--- config.mk ---
export PLATFORM = sky130hd
export DESIGN_NAME = mult_div_unit_flat
export DESIGN_NICKNAME = d
export VERILOG_FILES = /design/src/rtl/mult_div_unit_pkg.sv /design/src/rtl/mult_div_unit_if.sv /design/src/rtl/mult_div_unit_signfix.sv /design/src/rtl/mult_div_unit.sv /design/src/flat_wrapper.sv
export SDC_FILE = /design/constraint.sdc
export NUM_CORES = 1
export LEC_CHECK = 0
export ABC_AREA = 0
export BUFFER_PORTS_ARGS = -buffer_cell sky130_fd_sc_hd__buf_2
export CAP_MARGIN = 30
export CELL_PAD_IN_SITES_DETAIL_PLACEMENT = 1
export CELL_PAD_IN_SITES_GLOBAL_PLACEMENT = 1
export CORE_MARGIN = 5
export CORE_UTILIZATION = 45
export CTS_CLUSTER_SIZE = 40
export DETAILED_ROUTE_END_ITERATION = 7
export GPL_TIMING_DRIVEN = 0
export MAX_ROUTING_LAYER = met4
export PLACE_DENSITY_LB_ADDON = 0.05
export SYNTH_ARGS = -nofsm -noshare
export SYNTH_HDL_FRONTEND = slang
export SYNTH_SLANG_ARGS = --single-unit
export TNS_END_PERCENT = 1
--- constraint.sdc ---
create_clock -name clk -period 4.5 [get_ports clk]
set_clock_uncertainty 0.15 [all_clocks]
set_input_delay 0.45 -clock clk [delete_from_list [all_inputs] [get_ports clk]]
set_output_delay 0.45 -clock clk [all_outputs]
set_load 0.03 [all_outputs]
--- src/rtl/mult_div_unit_pkg.sv ---
// ---------------------------------------------------------------------------
// mult_div_pkg
//
// Purpose : Shared definitions for the iterative multiply/divide unit. The
//           CPU control unit imports the op encodings from here so that the
//           value it drives on `op` always agrees with the datapath.
//
// Contents: OP_MULT / OP_DIV   operation select encodings
//           ITERATIONS         number of shift steps per operation
//           state_t, ST_*      control FSM state encodings
// ---------------------------------------------------------------------------
package mult_div_pkg;

    // Operation select carried on the `op` input.
    localparam logic OP_MULT = 1'b0;
    localparam logic OP_DIV  = 1'b1;

    // One shift step per operand bit at the default 32-bit width.
    localparam int ITERATIONS = 32;

    // Control FSM states, kept as plain constants so older tools and the
    // control-unit decoder can compare against them directly.
    typedef logic [1:0] state_t;

    localparam state_t ST_IDLE   = 2'd0;
    localparam state_t ST_MULT   = 2'd1;
    localparam state_t ST_DIV    = 2'd2;
    localparam state_t ST_FINISH = 2'd3;

endpackage

--- src/rtl/mult_div_unit_if.sv ---
// ---------------------------------------------------------------------------
// mult_div_unit_if
//
// Purpose : Bundles the launch handshake, operands and results exchanged
//           between the CPU control/datapath and the multiply/divide unit.
//
// Signals : start     launch request (sampled only while the unit is idle)
//           op        0 = MULT, 1 = DIV (sampled with start)
//           a, b      two's-complement operands (sampled with start)
//           hi, lo    result registers (product halves or remainder/quotient)
//           busy      operation in flight
//           done      one-cycle pulse, hi/lo valid in the same cycle
//           div_zero  one-cycle pulse for a DIV launched with b == 0
//
// Modports: master  CPU side, drives the request and reads results
//           slave   the unit itself
// ---------------------------------------------------------------------------
interface mult_div_unit_if #(
    parameter int WIDTH = 32
);

    logic             start;
    logic             op;
    logic [WIDTH-1:0] a;
    logic [WIDTH-1:0] b;
    logic [WIDTH-1:0] hi;
    logic [WIDTH-1:0] lo;
    logic             busy;
    logic             done;
    logic             div_zero;

    modport master (
        output start,
        output op,
        output a,
        output b,
        input  hi,
        input  lo,
        input  busy,
        input  done,
        input  div_zero
    );

    modport slave (
        input  start,
        input  op,
        input  a,
        input  b,
        output hi,
        output lo,
        output busy,
        output done,
        output div_zero
    );

endinterface

--- src/rtl/mult_div_unit_signfix.sv ---
// ---------------------------------------------------------------------------
// mult_div_signfix
//
// Purpose : Combinational conditional two's-complement negate. Used both to
//           take operand magnitudes (negate = sign bit) and to restore the
//           sign of a result after the unsigned iteration (negate = result
//           sign flag).
//
// Ports   : value   [WIDTH-1:0]  input word
//           negate               1 = output the two's-complement negation
//           result  [WIDTH-1:0]  value or -value
// ---------------------------------------------------------------------------
module mult_div_signfix #(
    parameter int WIDTH = 32
) (
    input  logic [WIDTH-1:0] value,
    input  logic             negate,
    output logic [WIDTH-1:0] result
);

    // Negating the most negative number wraps back to itself, which is the
    // correct unsigned magnitude (2^(WIDTH-1)) for the datapath.
    assign result = negate ? (~value + WIDTH'(1)) : value;

endmodule

--- src/rtl/mult_div_unit.sv ---
// ---------------------------------------------------------------------------
// mult_div_unit
//
// Purpose : Iterative signed multiply/divide unit feeding the HI/LO inputs of
//           the register-file write-data mux. MULT yields the exact signed
//           64-bit product; DIV yields a quotient truncated toward zero and a
//           remainder carrying the dividend's sign. Both take a fixed 33
//           cycles from the start edge to the done pulse. A DIV with a zero
//           divisor is refused in IDLE and reported with a div_zero pulse.
//
// Ports   : clk     rising-edge clock
//           reset   synchronous, active-low
//           bus     mult_div_unit_if.slave (start/op/a/b in,
//                   hi/lo/busy/done/div_zero out)
// ---------------------------------------------------------------------------
module mult_div_unit
    import mult_div_pkg::*;
#(
    parameter int WIDTH = 32
) (
    input  logic           clk,
    input  logic           reset,
    mult_div_unit_if.slave bus
);

    localparam int                CNT_W     = $clog2(WIDTH);
    localparam logic [CNT_W-1:0]  LAST_ITER = CNT_W'(WIDTH - 1);

    state_t               state;
    logic [CNT_W-1:0]     count;
    logic                 op_reg;
    logic [WIDTH-1:0]     mag_a;
    logic [WIDTH-1:0]     mag_b;
    logic                 neg_lo;
    logic                 neg_hi;
    logic [2*WIDTH-1:0]   acc;
    logic [WIDTH-1:0]     hi_reg;
    logic [WIDTH-1:0]     lo_reg;
    logic                 done_reg;
    logic                 div_zero_reg;

    logic [WIDTH-1:0]     abs_a;
    logic [WIDTH-1:0]     abs_b;
    logic [2*WIDTH-1:0]   prod_fixed;
    logic [WIDTH-1:0]     quot_fixed;
    logic [WIDTH-1:0]     rem_fixed;

    logic [WIDTH:0]       mult_sum;
    logic [2*WIDTH-1:0]   mult_next;
    logic [WIDTH:0]       div_trial;
    logic [2*WIDTH-1:0]   div_next;

    // Operand magnitudes are taken straight from the bus so they can be
    // latched on the same edge that accepts start.
    mult_div_signfix #(.WIDTH(WIDTH)) u_abs_a (
        .value  (bus.a),
        .negate (bus.a[WIDTH-1]),
        .result (abs_a)
    );

    mult_div_signfix #(.WIDTH(WIDTH)) u_abs_b (
        .value  (bus.b),
        .negate (bus.b[WIDTH-1]),
        .result (abs_b)
    );

    // The product is negated as one 64-bit word so the borrow propagates
    // from LO into HI.
    mult_div_signfix #(.WIDTH(2*WIDTH)) u_fix_prod (
        .value  (acc),
        .negate (neg_lo),
        .result (prod_fixed)
    );

    // Quotient and remainder carry independent signs, so they are fixed up
    // separately.
    mult_div_signfix #(.WIDTH(WIDTH)) u_fix_quot (
        .value  (acc[WIDTH-1:0]),
        .negate (neg_lo),
        .result (quot_fixed)
    );

    mult_div_signfix #(.WIDTH(WIDTH)) u_fix_rem (
        .value  (acc[2*WIDTH-1:WIDTH]),
        .negate (neg_hi),
        .result (rem_fixed)
    );

    // Shift-add step. The multiplier sits in the low half of acc and is
    // consumed from bit 0 while the partial product grows in the high half;
    // the extra carry bit of the addition becomes the new top bit after the
    // right shift.
    assign mult_sum  = {1'b0, acc[2*WIDTH-1:WIDTH]} + {1'b0, mag_a};
    assign mult_next = acc[0] ? {mult_sum, acc[WIDTH-1:1]}
                              : {1'b0, acc[2*WIDTH-1:WIDTH], acc[WIDTH-1:1]};

    // Restoring division step. acc holds {remainder, dividend/quotient}.
    // The remainder shifted left by one needs WIDTH+1 bits; the top bit of
    // the trial difference is set exactly when the subtraction would go
    // negative, in which case the shifted remainder is kept unchanged.
    assign div_trial = acc[2*WIDTH-1:WIDTH-1] - {1'b0, mag_b};
    assign div_next  = div_trial[WIDTH] ? {acc[2*WIDTH-2:0], 1'b0}
                                        : {div_trial[WIDTH-1:0], acc[WIDTH-2:0], 1'b1};

    // Control FSM, iteration counter and all result registers. IDLE accepts
    // a launch (or refuses a divide by zero), MULT/DIV run one step per
    // cycle for WIDTH cycles, and FINISH applies the sign fix-up, loads
    // HI/LO and pulses done. hi/lo are touched only in FINISH, so an abort
    // by reset or a divide-by-zero never leaves a partial result.
    always_ff @(posedge clk) begin
        if (!reset) begin
            state        <= ST_IDLE;
            count        <= '0;
            op_reg       <= OP_MULT;
            mag_a        <= '0;
            mag_b        <= '0;
            neg_lo       <= 1'b0;
            neg_hi       <= 1'b0;
            acc          <= '0;
            hi_reg       <= '0;
            lo_reg       <= '0;
            done_reg     <= 1'b0;
            div_zero_reg <= 1'b0;
        end else begin
            done_reg     <= 1'b0;
            div_zero_reg <= 1'b0;

            case (state)
                ST_IDLE: begin
                    if (bus.start) begin
                        if (bus.op == OP_DIV && bus.b == '0) begin
                            div_zero_reg <= 1'b1;
                        end else begin
                            op_reg <= bus.op;
                            mag_a  <= abs_a;
                            mag_b  <= abs_b;
                            neg_lo <= bus.a[WIDTH-1] ^ bus.b[WIDTH-1];
                            neg_hi <= bus.a[WIDTH-1];
                            count  <= '0;
                            if (bus.op == OP_MULT) begin
                                acc   <= {{WIDTH{1'b0}}, abs_b};
                                state <= ST_MULT;
                            end else begin
                                acc   <= {{WIDTH{1'b0}}, abs_a};
                                state <= ST_DIV;
                            end
                        end
                    end
                end

                ST_MULT: begin
                    acc   <= mult_next;
                    count <= count + CNT_W'(1);
                    if (count == LAST_ITER) begin
                        state <= ST_FINISH;
                    end
                end

                ST_DIV: begin
                    acc   <= div_next;
                    count <= count + CNT_W'(1);
                    if (count == LAST_ITER) begin
                        state <= ST_FINISH;
                    end
                end

                ST_FINISH: begin
                    if (op_reg == OP_MULT) begin
                        hi_reg <= prod_fixed[2*WIDTH-1:WIDTH];
                        lo_reg <= prod_fixed[WIDTH-1:0];
                    end else begin
                        hi_reg <= rem_fixed;
                        lo_reg <= quot_fixed;
                    end
                    done_reg <= 1'b1;
                    state    <= ST_IDLE;
                end

                default: begin
                    state <= ST_IDLE;
                end
            endcase
        end
    end

    // busy follows the state directly, so it drops in the same cycle that
    // done rises and a new start can be accepted right away.
    assign bus.busy     = (state != ST_IDLE);
    assign bus.hi       = hi_reg;
    assign bus.lo       = lo_reg;
    assign bus.done     = done_reg;
    assign bus.div_zero = div_zero_reg;

endmodule

--- src/flat_wrapper.sv ---
// flat-port wrapper written by rule: the top's interface ports become plain ports
module mult_div_unit_flat import mult_div_pkg::*;
#(
    parameter int WIDTH = 32
)
  (clk, reset, bus_start, bus_op, bus_a, bus_b, bus_hi, bus_lo, bus_busy, bus_done, bus_div_zero);
  mult_div_unit_if #(.WIDTH(WIDTH)) bus_i ();
  input  logic clk;
  input  logic reset;
  input wire logic [$bits(bus_i.start)-1:0] bus_start;
  input wire logic [$bits(bus_i.op)-1:0] bus_op;
  input wire logic [$bits(bus_i.a)-1:0] bus_a;
  input wire logic [$bits(bus_i.b)-1:0] bus_b;
  output wire logic [$bits(bus_i.hi)-1:0] bus_hi;
  output wire logic [$bits(bus_i.lo)-1:0] bus_lo;
  output wire logic [$bits(bus_i.busy)-1:0] bus_busy;
  output wire logic [$bits(bus_i.done)-1:0] bus_done;
  output wire logic [$bits(bus_i.div_zero)-1:0] bus_div_zero;
  assign bus_i.start = bus_start;
  assign bus_i.op = bus_op;
  assign bus_i.a = bus_a;
  assign bus_i.b = bus_b;
  assign bus_hi = bus_i.hi;
  assign bus_lo = bus_i.lo;
  assign bus_busy = bus_i.busy;
  assign bus_done = bus_i.done;
  assign bus_div_zero = bus_i.div_zero;
  mult_div_unit #(.WIDTH(WIDTH)) u_core (.clk(clk), .reset(reset), .bus(bus_i));
endmodule
==> results of run 1 <==
-- worst register-to-register path: cells and delay by family (launching register included) --
kind                       cells  cell delay (ns)
adders and majority gates      1             0.47
buffers and inverters          4             1.15
and+or+nand+nor                4             0.93
AOI/OAI and AO/OA              4             1.24
DFF                            1             0.41
-- cell usage in the layout, fill, tap and decap left out, types with 11 or more instances in the layout --
cell / netlist / routed
a211oi_1: 108 / 107
a21o_1: 19 / 19
a21oi_1: 163 / 163
a221o_1: 14 / 14
a221oi_1: 14 / 14
a22o_1: 18 / 18
a22oi_1: 25 / 25
a311oi_1: 11 / 11
a31oi_1: 16 / 16
and3_1: 21 / 21
buf_1: 11 / 11
buf_2: 8 / 140
clkbuf_1: 122 / 125
clkbuf_16: 0 / 24
dfxtp_1: 204 / 203
ha_1: 75 / 75
inv_1: 64 / 64
mux2_2: 14 / 14
mux2i_1: 42 / 42
nand2_1: 169 / 169
nand2b_1: 18 / 18
nand3_1: 32 / 32
nor2_1: 213 / 213
nor2b_1: 15 / 15
nor3_1: 48 / 48
nor4_1: 11 / 11
o211ai_1: 28 / 28
o21ai_0: 119 / 119
o31ai_1: 30 / 30
o41ai_1: 18 / 18
or3_1: 24 / 24
or4_1: 16 / 16
xnor2_1: 62 / 62
xor2_1: 105 / 105
-- metrics by stage --
stage | instances | setup WS [ns] | total power [mW] | area, sq um | util, %
finish | 2614 | 0.0901 | 8.93 | 17200 | 51.5
global route | 2614 | 0.00649 | 9.40 | 17200 | 51.5
CTS | 2611 | 0.00350 | 8.82 | 17200 | 51.5
detailed placement | 2569 | -0.521 | 6.85 | 16400 | 49.1
global placement | 2569 | -0.467 | 6.72 | 16400 | 49.1
floorplan | 1989 | 1.13 | 5.36 | 15200 | -
-- path summary, 6_finish.rpt --
kind | endpoint | slack [ns] | depth (start not counted) | startpoint
worst min-delay path | u_core.mag_b[0] | 0.09 | 3 | bus_b[0]
worst max register to register | u_core.acc[0] | 0.09 | 13 | u_core.acc[32]
worst min register to register | u_core.mag_a[0] | 0.31 | 2 | u_core.mag_a[0]
worst max-delay path | u_core.acc[0] | 0.09 | 13 | u_core.acc[32]
-- routing by layer --
layer | track usage [%] | wire (microns)
met3 | 5.02 | 4330
met1 | 44.8 | 28800
met5 | - | 0
met2 | 55.5 | 30100
met4 | 14.1 | 3230
-- area by class of cell --
type,instances,area (sq um)
buffer,144,572
clock buffer,36,706
clock inverter,7,73.8
fill,4214,16200
inverter,65,244
multi-input combinational,1575,10300
sequential,204,4090
tap,448,561
timing repair buffer,135,683
-- what timing repair did --
item,CTS,global route
gates resized for setup,3,3
setup buffers,0,3
setup endpoints to repair,32,23
cloned,0,0
-- cells by family after synthesis --
| family | after synthesis | synth area share (%) |
|---|---|---|
| and+or+nand+nor | 624 | 19.4 |
| xor gates and xnor gates | 167 | 9.62 |
| adders and majority gates | 77 | 6.43 |
| muxes | 56 | 3.80 |
| buffers and inverters | 210 | 5.37 |
| DFF | 204 | 26.9 |
| AOI/OAI and AO/OA | 651 | 28.6 |
-- power by group through the flow --
stage / logic, mW / registers, mW / clock network [mW]
after floorplan: 2.81 / 2.55 / 0
after global placement: 4.14 / 2.58 / 0
after detailed placement: 4.25 / 2.60 / 0
after CTS: 4.29 / 2.56 / 1.97
after global routing: 4.73 / 2.61 / 2.06
final: 4.39 / 2.58 / 1.96
==> metrics.txt, run 1 <==
ys flop type=dfxtp_1; largest area contributor in the netlist=dfxtp_1; overall routing resource usage=34.9%; Synth Register Bits=204; Final GP Congestion=1.02; Max IR drop VDD=368 uV; slowest stage delay, CP=0.47 ns; nets=2294; worst skew pair latency=0.55 ns; top cell family by delay on the critical path=compound AO/OA/AOI/OAI gates; layout cells sized above 1=10.2%; Num Clock Sinks=204; Slew Limit Fails=0; worst endpoint required time=4.82 ns; sw frac=47.2%; PortBufs=132; Largest register FFs=64; clk slew on worst S/H paths=0.07 ns; final setup fails=0; routed vias=16425; RSZ-0062 raised after global routing=false; Rows=67; Tmin final=4.41 ns; initial antenna violation count=0; YS warnings=0; Max Cap Violations=0; core footprint=33400 sq um; width of the die=194 microns; aggregate routed wire length=66500 microns; Boundary Pins=135; Yosys top cell area share=26.9%; sequential share of the synthesized area=26.9%; sequential share of power=28.9%; Syn-to-layout area delta=13.3%; # diodes=0; DR vias/cell=6.28; Worst Tran Pin Value=1.03 ns; Pre-Repair DR Iteration Count=5; crit-path cells=clkbuf_2 -> inv_1 -> fa_1 -> nand2b_1 -> a21o_1 -> a211oi_2 -> o211a_1 -> or4_1 -> and4_2 -> buf_2 -> buf_2 -> nand2_1 -> a41oi_1; first-pass GRT wire length=101000 microns; largest net degree at the start of global routing=13; Syn Nets=2134; HPWL after detailed placement=53600 microns; most common cell in the netlist=nor2_1; Hold Vio Cnt, Final=0; number of global-route vias before repair=16604; Power Dens Cells=518 nW/um^2; Crit path arrival time=4.73 ns; f_max=227 MHz; CTS Buf Count=24; critical path type=reg2reg; Worst slew margin=31.0%; mapped cell area=15200 sq um; Internal=4.72 mW; Synth area leaders=dfxtp_1, ha_1, xor2_1; commonest cells in the netlist=nor2_1, dfxtp_1, nand2_1; Leak Pwr=6.88 nW; Starting Density=45.5%; Hold WC Path Type=in2reg; fraction of registers with async set/reset=0%; CTS max path bufs=3; grt ovf=0; Root Buffer=clkbuf_16; DIE HEIGHT=194 microns; CP bufs+invs=4; Avg WL per Cell=25.4 microns; CP startpoint kind=flip-flop; Clock Power Share=22.0%; slowest CP cell=fa_1; period utilization=98.0%; Fin Hold WS=0.0914 ns; Sw Pwr=4.21 mW; number of synthesized flops with an enable pin=0; full die area=37600 sq um; Setup TNS Final=0 ns; CTS tree=yes; largest fanout on the critical path=10; H-Tree Depth=1; critical path capture point type=flip-flop; Mapped Cells=1989; CTS Hold Bufs=0; Iter 0 DRT Violations=1339; Logic pwr share=49.1%; status=complete, no violations; DR DRC count=0; Avg Inst Size Synth=7.65 sq um; antenna-violating nets left=0; Synth cell types=79; Top cell by count, worst path=buf_2; Most flops, register=u_core.acc
Power figures use the tool's default switching activity.
==> run 2, diff against run 1 <==
Settings changed: CORE_MARGIN 5 to default, SYNTH_HIERARCHICAL from default to 1.
==> metrics.txt, run 2 <==
HPWL after detailed placement=57600 microns (+7.3%); mapped cell area=18100 sq um (+19%); Synth area leaders=dfxtp_1, xnor2_1, nand2_1; commonest non-fill, non-tap cell in the layout=nand2_1; Final GP Congestion=0.971 (-4.8%); commonest cells in the netlist=nand2_1, xnor2_1, dfxtp_1; nets=2558 (+12%); Final WS setup=0.145 ns (+0.0548 ns); Worst slew margin=29.3% (-1.7 points); CTS tree=yes; crit-path cells=ha_1 -> clkbuf_1 -> a21o_1 -> a21o_1 -> a21o_1 -> nand3b_1 -> nor3_1 -> nor2_1 -> xor2_4 -> buf_4 -> buf_4 -> mux2i_1 -> o21ai_0; Syn-to-layout area delta=12.3%; DR DRC count=0 (unchanged); slowest CP cell=dfxtp_1; sequential share of the synthesized area=22.6% (-4.3 points); antenna-violating nets left=0 (unchanged); Hold Vio Cnt, Final=0 (unchanged); core footprint=39700 sq um (+19%); Hold WC Path Type=in2reg; Mapped Cells=2251 (+13%); Worst Tran Pin Value=1.06 ns (+0.0252 ns); Rows=73 (+9.0%); initial antenna violation count=1 (+1); Synth Register Bits=204 (unchanged); critical path capture point type=flip-flop; layout cells sized above 1=12.3% (+2.0 points); CTS Buf Count=26 (+8.3%); Boundary Pins=135 (unchanged); Top cell by count, worst path=a21o_1; Leak Pwr=8.10 nW (+18%); Most flops, register=u_core/acc; full die area=41000 sq um (+9.2%); Post-DP Area=19400 sq um (+18%); Power Dens Cells=561 nW/um^2 (+8.4%); width of the die=203 microns (+4.5%); DR vias/cell=6.21 (-1.2%); number of global-route vias before repair=18437 (+11%); Max IR drop VDD=276 uV (-25%); # diodes=0 (unchanged); largest fanout on the critical path=12 (+2); clk slew on worst S/H paths=0.06 ns (about the same); Util after Layout=51.2% (-0.38 points); non-filler cells, final=2956 (+13%); Starting Density=45.5% (+0.067 points); Non-Filler Cell Area, Final=20300 sq um (+18%); period utilization=96.8% (-1.2 points); largest area contributor in the netlist=dfxtp_1; Fin Hold WS=0.117 ns (+0.0260 ns); Avg WL per Cell=24.7 microns (-2.9%); Tmin final=4.36 ns (-0.0548 ns); worst endpoint required time=4.80 ns (-0.02 ns); post-CTS setup buffers=0 (unchanged); Root Buffer=clkbuf_16; grt ovf=0 (unchanged); critical path type=reg2reg; DIE HEIGHT=203 microns (+4.5%); Synth cell types=83 (+5.1%); Slew Limit Fails=0 (unchanged); slowest stage delay, CP=0.78 ns (+0.31 ns); Max Cap Violations=0 (unchanged); Num Clock Sinks=204 (unchanged); fraction of registers with async set/reset=0% (unchanged); PortBufs=133 (+0.76%); placed cell count=2909 (+13%); aggregate routed wire length=73100 microns (+9.8%); Iter 0 DRT Violations=1290 (-3.7%); RSZ-0062 raised after global routing=false; CTS max path bufs=3 (unchanged); reg2reg setup slack=0.14 ns (+0.05 ns); routed vias=18348 (+12%); first-pass GRT wire length=111000 microns (+9.6%); Yosys top cell area share=22.6% (-4.3 points); final setup fails=0 (unchanged); worst skew pair latency=0.58 ns (+0.03 ns); commonest cells after routing, fill and taps aside=nand2_1, xnor2_1, dfxtp_1; YS warnings=6 (+6); Syn Nets=2396 (+12%); Largest register FFs=64 (unchanged); H-Tree Depth=1 (unchanged); CTS Hold Bufs=0 (unchanged); largest net degree at the start of global routing=17 (+4); status=complete, no violations; overall routing resource usage=35.9% (+1.0 points); Avg Inst Size Synth=8.04 sq um (+5.1%); ys flop type=dfxtp_1; fillcell total=4899 (+16%); CP startpoint kind=flip-flop; f_max=230 MHz (+1.3%); Pre-Repair DR Iteration Count=7 (+2); most common cell in the netlist=nand2_1; number of synthesized flops with an enable pin=0 (unchanged); Crit path arrival time=4.66 ns (-0.07 ns); dpl ws=-0.0391 ns (+0.482 ns)
## run 2: changes by cell type after synthesis, moves of 39 or more
cell | previous run | this run
nor2_1 | 213 | 52
xnor2_1 | 62 | 214
nand2_1 | 169 | 313
xor2_1 | 105 | 24
o211a_1 | 2 | 66
nor2b_1 | 15 | 77
a21boi_0 | 5 | 59
a211oi_1 | 108 | 69
## run 2: cell type report
type / count / area (sq um) / area share [%]
multi-input cells: 1826 / 13100 / 64.6
flip-flops and latches: 204 / 4090 / 20.1
clock buffers: 35 / 734 / 3.61
repair buffers: 134 / 673 / 3.31
well taps: 525 / 657 / 3.23
plain buffers: 151 / 624 / 3.07
inverters: 70 / 263 / 1.29
clock inverters: 11 / 150 / 0.739
## run 2: final timing paths
check                        from               end  cells past startpoint
hold / removal          bus_b[25]  u_core/mag_b[25]                      4
setup / recovery   u_core/acc[60]    u_core/acc[60]                     13
hold reg to reg   u_core/mag_b[3]   u_core/mag_b[3]                      2
setup reg to reg   u_core/acc[60]    u_core/acc[60]                     13
## run 2: cells by family after synthesis
family,after synthesis,synth area share [%]
adder cells (fa/ha/maj),77,5.41
AND/OR/NAND/NOR,691,20.8
XOR/XNOR,239,11.6
AO/OA/AOI/OAI,718,28.9
multiplexers,101,5.79
buffers and inverters,221,4.90
flip-flops,204,22.6
## run 2: report_power, final
group | switching [mW] | internal, mW | leakage (nW) | total [mW]
logic | 4.19 | 2.21 | 6.01 | 6.40
clock network | 0.900 | 1.27 | 0.431 | 2.17
registers | 0.681 | 2.15 | 1.66 | 2.83
## run 2: worst max-delay path, delay by kind of cell (launching register included)
kind / cells / cell delay [ns]
buffers and inverters: 3 / 0.80
AND/OR/NAND/NOR: 3 / 0.61
multiplexers: 1 / 0.37
flip-flops: 1 / 0.78
adder cells (fa/ha/maj): 1 / 0.36
XOR/XNOR: 1 / 0.38
AO/OA/AOI/OAI: 4 / 0.76
## run 2: timing repair
action,CTS,global route
resized for setup,1,5
endpoints found under the hold margin,0,0
endpoints found under the setup margin,5,15
pin swaps,0,0
## run 2: routing by layer
metal  vias to the layer above  wire length [microns]  track usage (%)
li1                       8594                      -                -
met1                      9016                  31400             44.7
met2                       593                  34500             59.1
met3                       145                   3590             2.58
met4                         0                   3600             16.8
met5                         -                      0                -
## run 2: metrics by stage
stage	TNS (ns)	total power, mW
floorplan	0	7.04
global placement	0	8.92
detailed placement	-0.0571	9.11
CTS	0	11.3
global route	0	12.0
finish	0	11.4
==> run 3, diff against run 2 <==
Settings changed: REMOVE_ABC_BUFFERS from default to 1.
==> metrics.txt, run 3 (synthesis gave the netlist of run 2 again) <==
width of the die=203 microns (unchanged); DIE HEIGHT=203 microns (unchanged); period utilization=89.7% (-7.1 points); layout cells sized above 1=13.6% (+1.3 points); critical path capture point type=flip-flop; HPWL after detailed placement=49200 microns (-14%); Worst slew margin=36.7% (+7.3 points); Crit path arrival time=4.34 ns (-0.32 ns); met3 wire length=2880 microns (-20%); Iter 0 DRT Violations=1306 (+1.2%); Leak Pwr=8.10 nW (-0.12%); Max IR drop VDD=718 uV (+160%); slowest CP cell=dfxtp_1; R2R depth=14 (+1); CTS max path bufs=3 (unchanged); met1 wire length=30700 microns (-2.2%); nets=2434 (-4.8%); status=complete, no violations; wire length on met2=30500 microns (-11%); crit-path cells=inv_1 -> ha_1 -> fa_1 -> nor2b_4 -> o31a_1 -> o41ai_4 -> o32ai_1 -> nor3_1 -> nor2_1 -> xor2_4 -> buf_12 -> mux2_2 -> a222oi_1 -> nor3b_1; routed vias=17692 (-3.6%); CTS tree=yes; f_max=248 MHz (+7.9%); Syn-to-layout area delta=11.8%; CP startpoint kind=flip-flop; Avg WL per Cell=23.3 microns (-5.6%); Slew Limit Fails=0 (unchanged); CTS Buf Count=27 (+3.8%); aggregate routed wire length=66100 microns (-9.5%); Max Cap Violations=0 (unchanged); grt ovf=0 (unchanged); H-Tree Depth=1 (unchanged); Sw Pwr=5.66 mW (-1.9%); PortBufs=134 (+0.75%); DR DRC count=0 (unchanged); critical path type=reg2reg; clk slew on worst S/H paths=0.06 ns (about the same); Tmin final=4.04 ns (-0.319 ns); largest fanout on the critical path=23 (+11); Pre-Repair DR Iteration Count=7 (unchanged); Hold Vio Cnt, Final=0 (unchanged); worst endpoint required time=4.80 ns (about the same); Power Dens Cells=569 nW/um^2 (+1.4%); initial antenna violation count=2 (+1); Rows=73 (unchanged); Hold Path Stages=3 (-1); Clock Power Share=20.0% (+1.0 points); Internal=5.85 mW (+3.7%); overall routing resource usage=32.7% (-3.2 points); sw frac=49.2% (-1.4 points); Fin Hold WS=0.0223 ns (-0.0950 ns); RSZ-0062 raised after global routing=false; Root Buffer=clkbuf_16; top routing layer used=met4; first-pass GRT wire length=103000 microns (-6.5%); commonest non-fill, non-tap cell in the layout=nand2_1; Most flops, register=u_core/acc; core footprint=39700 sq um (unchanged); worst skew pair latency=0.58 ns (about the same); sequential share of power=24.8% (about the same); Largest register FFs=64 (unchanged); Setup TNS Final=0 ns (unchanged); Boundary Pins=135 (unchanged); commonest cells after routing, fill and taps aside=nand2_1, xnor2_1, dfxtp_1; final setup fails=0 (unchanged); number of global-route vias before repair=17798 (-3.5%); antenna-violating nets left=0 (unchanged); Logic pwr share=55.2% (-0.9 points); Starting Density=45.5% (unchanged); DR vias/cell=6.24 (+0.54%); largest net degree at the start of global routing=115 (+98); Worst Tran Pin Value=0.950 ns (-0.110 ns); Num Clock Sinks=204 (unchanged); full die area=41000 sq um (unchanged); Hold WC Path Type=in2reg; slowest stage delay, CP=0.52 ns (-0.26 ns); fillcell total=4865 (-0.69%); Final GP Congestion=0.939 (-3.3%)
## run 3: cell types whose count changed in the layout (fill, tap and decap cells not counted), moves of 4 or more
cell,delta
ha_1,-4
buf_1,-25
buf_4,-4
buf_12,+9
buf_2,-7
clkbuf_1,-106
buf_16,+5
## run 3: final cells by class
cell class	count	area, sq um	area share, %
sequential	204	4090	20.2
antenna	2	5.00	0.0247
tap	525	657	3.25
clock inverter	10	145	0.717
clock buffer	38	787	3.89
timing repair buffer	160	1100	5.45
inverter	70	263	1.30
multi-input combinational	1826	13200	65.1
## run 3: worst paths after layout
path | endpoint | slack, ns | startpoint
hold reg to reg | u_core/mag_b[4] | 0.31 | u_core/mag_b[4]
hold / removal | u_core/mag_a[0] | 0.02 | bus_a[0]
setup reg to reg | u_core/acc[46] | 0.46 | u_core/acc[31]
setup / recovery | u_core/acc[46] | 0.46 | u_core/acc[31]
## run 3: through the flow
step / std cells / setup slack [ns] / cell area (sq um) / utilization [%] / power [mW]
detailed placement: 2783 / -0.163 / 19300 / 48.5 / 9.07
finish: 2835 / 0.464 / 20200 / 50.9 / 11.5
floorplan: 2100 / -5.26 / 17500 / - / 6.92
global route: 2835 / 0.204 / 20200 / 50.9 / 12.2
global placement: 2759 / -15.04 / 18800 / 47.3 / 8.39
CTS: 2831 / 0.0251 / 20200 / 50.9 / 11.5
## run 3: per-layer routing
layer  GRT usage, %  vias to the layer above
met1           43.3                     8793
met3           2.97                      104
li1               -                     8366
met2           52.4                      429
met5              -                        -
met4           10.5                        0
## run 3: what timing repair did
item                                    CTS  global route
hold buffers                              0             0
pin swaps                                 0             0
gates resized for setup                   1             2
endpoints found under the setup margin    5            10
gates cloned                              0             0
setup buffers                             0             2
## run 3: power by group through the flow
stage          clock network [mW]  registers (mW)  logic (mW)
5_1_grt                      2.43            2.91        6.83
3_5_place_dp                    0            2.87        6.20
4_1_cts                      2.36            2.84        6.26
3_3_place_gp                    0            2.86        5.53
6_report                     2.31            2.85        6.35
2_1_floorplan                   0            2.88        4.04
## run 3: critical path: cells and delay by family, from the launching register on
kind            cells  cell delay [ns]
compound gates      4             1.05
flops               1             0.52
xor+xnor            1             0.25
simple gates        4             0.59
buf+inv             2             0.31
mux                 1             0.35
fa+ha+maj           2             0.66
